--- src/rtl/afifo_rd_stream.sv ---
// Read-side drainer for the async FIFO: credit-based rd_en issue, 2-entry skid
// buffer absorbing the 1-cycle read latency, valid/ready stream framed into bursts.
module afifo_rd_stream #(
  parameter int DATA_WIDTH  = 32,
  parameter int BURST_LEN   = 64,
  parameter int FRAME_CNT_W = 16
) (
  input  logic                   clk,
  input  logic                   rst_n,
  input  logic                   en,
  output logic                   fifo_rd_en,
  input  logic [DATA_WIDTH-1:0]  fifo_rd_data,
  input  logic                   fifo_rd_empty,
  output logic [DATA_WIDTH-1:0]  m_data,
  output logic                   m_valid,
  input  logic                   m_ready,
  output logic                   m_last,
  output logic [FRAME_CNT_W-1:0] frame_cnt,
  output logic [15:0]            word_idx
);

  localparam logic [15:0] LAST_IDX = 16'(BURST_LEN - 1);

  logic [DATA_WIDTH-1:0]  buf0_q, buf0_d;
  logic [DATA_WIDTH-1:0]  buf1_q, buf1_d;
  logic [1:0]             cnt_q, cnt_d;
  logic                   infl_q;
  logic [15:0]            word_idx_q, word_idx_d;
  logic [FRAME_CNT_W-1:0] frame_cnt_q, frame_cnt_d;
  logic                   pop_s;
  logic [2:0]             occ_s;

  assign pop_s   = (cnt_q != 2'd0) & m_ready;
  // Buffered plus in-flight words must leave room for the word this read returns.
  assign occ_s   = {1'b0, cnt_q} + {2'b00, infl_q};
  assign fifo_rd_en = rst_n & en & ~fifo_rd_empty & (occ_s < (3'd2 + {2'b00, pop_s}));

  assign m_valid   = (cnt_q != 2'd0);
  assign m_data    = buf0_q;
  assign m_last    = m_valid & (word_idx_q == LAST_IDX);
  assign word_idx  = word_idx_q;
  assign frame_cnt = frame_cnt_q;

  // Skid buffer next state: buf0 is always the head.
  always_comb begin
    buf0_d = buf0_q;
    buf1_d = buf1_q;
    cnt_d  = cnt_q;
    case ({infl_q, pop_s})
      2'b01: begin
        buf0_d = buf1_q;
        cnt_d  = cnt_q - 2'd1;
      end
      2'b10: begin
        if (cnt_q == 2'd0) begin
          buf0_d = fifo_rd_data;
        end else begin
          buf1_d = fifo_rd_data;
        end
        cnt_d = cnt_q + 2'd1;
      end
      2'b11: begin
        if (cnt_q == 2'd1) begin
          buf0_d = fifo_rd_data;
        end else begin
          buf0_d = buf1_q;
          buf1_d = fifo_rd_data;
        end
      end
      default: begin
        cnt_d = cnt_q;
      end
    endcase
  end

  // Framing counters advance on each accepted word.
  always_comb begin
    word_idx_d  = word_idx_q;
    frame_cnt_d = frame_cnt_q;
    if (pop_s) begin
      if (word_idx_q == LAST_IDX) begin
        word_idx_d  = 16'd0;
        frame_cnt_d = frame_cnt_q + {{(FRAME_CNT_W-1){1'b0}}, 1'b1};
      end else begin
        word_idx_d  = word_idx_q + 16'd1;
      end
    end else begin
      word_idx_d = word_idx_q;
    end
  end

  // State registers; reset discards any word still in flight.
  always_ff @(posedge clk or negedge rst_n) begin
    if (!rst_n) begin
      buf0_q      <= '0;
      buf1_q      <= '0;
      cnt_q       <= 2'd0;
      infl_q      <= 1'b0;
      word_idx_q  <= 16'd0;
      frame_cnt_q <= '0;
    end else begin
      buf0_q      <= buf0_d;
      buf1_q      <= buf1_d;
      cnt_q       <= cnt_d;
      infl_q      <= fifo_rd_en;
      word_idx_q  <= word_idx_d;
      frame_cnt_q <= frame_cnt_d;
    end
  end

  afifo_rd_stream_chk u_chk (
    .clk   (clk),
    .rst_n (rst_n),
    .infl  (infl_q),
    .cnt   (cnt_q),
    .pop   (pop_s)
  );

endmodule

// Overflow checker: a capture into a full buffer without a pop loses data.
module afifo_rd_stream_chk (
  input logic       clk,
  input logic       rst_n,
  input logic       infl,
  input logic [1:0] cnt,
  input logic       pop
);

  // Credit rule must keep the buffer from overflowing.
  always @(posedge clk) begin
    if (rst_n) begin
      assert (!(infl && (cnt == 2'd2) && !pop))
        else $error("afifo_rd_stream: capture into full skid buffer");
    end
  end

endmodule

--- config.mk ---
export PLATFORM = sky130hd
export DESIGN_NAME = afifo_rd_stream
export DESIGN_NICKNAME = d
export VERILOG_FILES = /design/src/rtl/afifo_rd_stream.sv
export SDC_FILE = /design/constraint.sdc
export NUM_CORES = 1
export LEC_CHECK = 0
export CORE_MARGIN = 4
export CORE_UTILIZATION = 44
export DETAILED_ROUTE_END_ITERATION = 8
export PLACE_DENSITY = 0.74
export SYNTH_ARGS = -nofsm -noshare
export SYNTH_HDL_FRONTEND = slang
export SYNTH_SLANG_ARGS = --single-unit
--- constraint.sdc ---
create_clock -name clk -period 2.4 [get_ports clk]
set_clock_uncertainty 0.1 [all_clocks]
set_input_delay 0.48 -clock clk [delete_from_list [all_inputs] [get_ports clk]]
set_output_delay 0.48 -clock clk [all_outputs]
set_load 0.03 [all_outputs]
# == After elaboration in Yosys (flattened, before gate mapping) ==
# Index checks and enable logic that the tools add are counted.
# word_totals
reg_bits,99
input_bits,37
output_inout_bits,67
wordCells,43
# classes
add_sub_neg,6
n_lt_le_gt_ge,1
eq_ne,8
mux,8
bitwise,6
n_reduce_logical,8
# op_table
cell,count
two-way mux 32 bit,4
case mux 32 bit (3 select lines),1
case mux 32 bit (2 select lines),1
adder 16 x 1 -> 16 bit (second input constant),2
== test 16 x 6 -> 1 bit (second input constant),1
two-way mux 16 bit,1
!= test 2 bit (second input constant),3
nonzero test 2 bit,3
bitwise AND 1 bit,5
== test 2 x 1 -> 1 bit (second input constant),2
== test 2 bit (second input constant),2
case mux 2 bit (2 select lines),1
AND reduction 2 bit,2
adder 2 x 1 -> 3 bit,1
adder 2 x 1 -> 3 bit (first input constant),1
less-than comparator 3 bit,1
AND reduction 3 bit,1
nonzero test 3 bit,1
adder 2 x 1 -> 2 bit (second input constant),1
zero test 2 bit,1
subtractor 2 x 1 -> 2 bit (second input constant),1
NOT 1 bit,1

# == Logic depth before layout (Yosys ltp) ==
# depth
ltp_word,5
depth_mapped,11

# == Worst setup path after synthesis ==
# No wires, ideal clock.
# synth_path
kind,register to output
from,register cnt_q[0]
to,output fifo_rd_en
arrival_time_ns,2.321
t_required_ns,1.820
setup_slack_ns,-0.501
path_stages_with_launch,7
n_path_buf,0
path_cell_list,dfrtp_1 -> inv_1 -> ha_1 -> inv_1 -> nand2_2 -> o21ai_0 -> nor4b_1
# synth_via
elab_chain_len,5
word_cells_on_any_way,6
cone_classes,add/sub: 2; order compare: 1; bitwise: 2; reduce/logical: 1
# synth_lines
item,line_no,rtl
start: declaration,26,"logic [1:0] cnt_q, cnt_d;"
start signal: assignment,104,cnt_q <= cnt_d;
nonzero test 2 bit,n/a,
named net m_valid,15,"output logic m_valid,"
bitwise AND 1 bit,33,assign pop_s = (cnt_q != 2'd0) & m_ready;
adder 2 x 1 -> 3 bit,36,"assign fifo_rd_en = rst_n & en & ~fifo_rd_empty & (occ_s < (3'd2 + {2'b00, pop_s}));"
less-than comparator 3 bit,36,
bitwise AND 1 bit,36,
end: declaration,11,"output logic fifo_rd_en,"
# The timed path passes the listed nets, and every way through them passes these cells.

# == Worst setup path after layout ==
# layout_path
from,register cnt_q[0]
to,output fifo_rd_en
# layout_via
elab_chain_len,5
word_cells_on_any_way,6
cone_classes,add/sub: 2; order compare: 1; bitwise: 2; reduce/logical: 1
# layout_lines
item,line_no
nonzero test 2 bit,33
bitwise AND 1 bit,33
adder 2 x 1 -> 3 bit,36
less-than comparator 3 bit *,36
bitwise AND 1 bit *,36
# Mark *: on every way between the ends. The rest lies on a longest branch, timed or not.

==> impl_metrics.csv <==
group,metric,value,unit
sta,max_freq,427,MHz
grt,grt_pass1_vias,3502,
yosys,synthArstFlopShare,100,%
setup_path,worstPathRequired,1.82,ns
floorplan,die-area,11900,um^2
clock_tree,cts_tree,"built",
yosys,synth-main-ff-cell,"dfrtp_1",
drt,first_iter_violations,118,
grt,grt_first_pass_wirelength,17000,um
placed_design,hpwl,7580,um
yosys,netlist_area,4490,um^2
sta,finalMaxSlewViolations,0,
grt,grt_max_degree,65,
yosys,synth_top_area_cell,"dfrtp_1",
power_and_ir_drop,sw_frac_of_total,38.4,%
flow_run,drv_cap,0,
setup_path,crit_path_top_delay_cell,"dfrtp_1",
drt,wirelength,10600,um
setup_path,path_cells,"buf_6, ha_2, ha_4, o21ai_2, nor4b_4, buf_6",
layout,post-route-util,62.9,%
power_and_ir_drop,pwr-share-seq,40.5,%
floorplan,row_count,36,
yosys,syn_inst,382,
yosys,yosysSeqAreaShare,55.2,%
yosys,yosysMostFrequentCell,"dfrtp_1",
setup_path,crit_path_end_kind,"output port",
drt,ant_nets,0,
yosys,synth_area_per_cell,11.7,um^2
clock_tree,cts-root-buf,"clkbuf_8",
placed_design,placed_area,5870,um^2
yosys,ys_ff_latch,99,
yosys,ys_types,38,
power_and_ir_drop,clkPwrFrac,15.9,%
setup_path,start_kind,"flop",
clock_tree,cts-hold-fix-buffers,0,
sta,maxSlewHeadroom,53.7,%
drt,vias,3429,
floorplan,fp.coreArea,9860,um^2
sta,post-route-min-period,2.34,ns
drt,vias_per_cell,5.28,
power_and_ir_drop,p_per_area,1050,nW/um^2
floorplan,die_h,109,um
placed_design,io_buffer_count,103,
yosys,synth_commonest_cells,"dfrtp_1 (99), nand2_1 (49), o21ai_0 (38), a22oi_1 (33), mux2_2 (33)",
setup_path,slowest_delay,0.40,ns
clock_tree,cts_buffer_depth,2,
clock_tree,h-tree-depth,3,
setup_path,criticalPathCategory,"reg2out",
clock_tree,clkLatencyLatePin,0.36,ns
grt,grt.total_usage,18.3,%
layout,drive_gt1_share,22.6,%
power_and_ir_drop,leakage,2.77,nW
power_and_ir_drop,p_switching,2.50,mW
floorplan,die_w,109,um
clock_tree,cts.clk_slew.worst_paths,0.10,ns
yosys,yosysWarningCount,0,
placed_design,dp_cells,626,
setup_path,path_common_cell,"buf_6",
sta,grt_setup_unrepaired,"true",
sta,worst_slew_pin_slew,0.694,ns
drt,drc,0,
layout,stdcell_count,650,
yosys,synth-edff-count,0,
drt,avgRoutedWirePerCell,16.3,um
outcome,status,"complete, no violations",
grt,grt_overflow_total,0,
layout,finish.instance_area,6210,um^2
layout,nets,559,
worst_hold_path,hp-class,"in2async",
power_and_ir_drop,p_int,4.01,mW
sta,fin_tns_setup,0,ns
layout,diodes,0,
grt,antenna_found_initial,0,
yosys,synth.area.top_cells,"dfrtp_1 (55%), mux2_2 (8.3%), a22oi_1 (5.5%)",
placed_design,gp_congestion,0.803,
clock_tree,cts.sinks,99,
floorplan,start_util,45.5,%
sta,finalHoldViolCount,0,
clock_tree,numCtsBuffers,9,
drt,drt_pass1_iterations,4,
setup_path,critPathArrivalTime,1.76,ns
yosys,synth_top_area_share,55.2,%
layout,area_delta_synth_final,38.3,%
setup_path,crit_fanout,2,
sta,period_share,97.5,%
power_and_ir_drop,combPwrFrac,43.6,%
yosys,syn-num-nets,429,
floorplan,design.portCount,104,
sta,setup_viol,0,
power_and_ir_drop,ir_drop,637,uV
-- power by group through the flow --
stage | Sequential (mW) | Clock, mW | Combinational, mW
6_report | 2.63 | 1.04 | 2.84
2_1_floorplan | 3.13 | 0 | 1.09
3_5_place_dp | 2.66 | 0 | 2.72
3_3_place_gp | 2.64 | 0 | 2.63
5_1_grt | 2.70 | 1.13 | 3.07
4_1_cts | 2.62 | 1.07 | 2.82
-- layout by cell type, fill, tap and decap left out, types with 6 or more instances in the layout --
cell type	synthesis	layout
nor2_1	10	10
inv_1	11	10
clkdlybuf4s50_1	0	100
o21ai_0	38	37
buf_4	0	25
nand2_1	49	49
mux2_2	33	33
nor3_1	8	7
clkbuf_8	0	9
xor2_1	18	18
a22oi_1	33	33
buf_12	0	6
dfrtp_1	99	98
xnor2_1	10	10
-- flip-flops by register name, indices dropped and copies added (netlist names) --
name and cells:
m_data 32, cnt_q 2, frame_cnt 16, infl_q 1, buf1_q 32, word_idx 16
-- logic make-up (layout without fill, tap and decap cells) --
family	after synthesis	count (layout)	share of synthesized area (%)
flops	99	99	55.2
mux	33	33	8.28
fa+ha+maj	10	10	2.79
xor+xnor	28	28	5.47
buf+inv	26	161	2.57
simple gates	106	106	14.6
compound gates	80	80	11.1
-- path summary, 6_finish.rpt --
path                                from             to  slack (ns)  cells after the start
setup / recovery                cnt_q[0]     fifo_rd_en        0.06                      6
hold / removal                     rst_n      m_data[1]        0.09                      2
setup reg to reg                cnt_q[1]     m_data[30]        0.20                     11
hold reg to reg            frame_cnt[15]  frame_cnt[15]        0.37                      1
max in group asynchronous          rst_n     buf1_q[13]        0.99                      3
min in group clk           frame_cnt[15]  frame_cnt[15]        0.37                      1
-- layout make-up --
class / count / area [um^2]
fill: 792 / 3660
inverter: 11 / 41.3
tap: 133 / 166
clock buffer: 9 / 124
timing repair buffer: 134 / 1340
multi-input combinational: 257 / 1990
clock inverter: 7 / 68.8
sequential: 99 / 2480
-- timing repair --
action / CTS / global route
setup endpoints to repair: 20 / 9
pin swaps: 1 / 1
resized for setup: 11 / 4
setup buffers: 4 / 4
-- routing by layer --
metal	wire length, um	vias to the layer above	global-route usage, %
li1	-	1615	-
met1	4450	1718	22.6
met2	5450	84	31.1
met3	466	12	3.79
met4	204	0	7.30
met5	0	-	0
-- critical path: cells and delay by family (launching register included) --
kind	cells	cell delay [ns]
compound gates	1	0.05
fa+ha+maj	2	0.43
simple gates	1	0.24
flops	1	0.40
buf+inv	2	0.29
-- through the flow --
step / power (mW) / setup slack [ns] / hold slack (ns)
6_report: 6.51 / 0.0595 / 0.0920
5_1_grt: 6.90 / -0.0685 / 0.135
4_1_cts: 6.51 / 0.0182 / 0.108
3_5_place_dp: 5.38 / -0.412 / 0.357
3_3_place_gp: 5.26 / -0.213 / 0.356
2_1_floorplan: 4.22 / -0.0204 / 0.0844
Note: power is estimated with default switching activity, not from simulation.
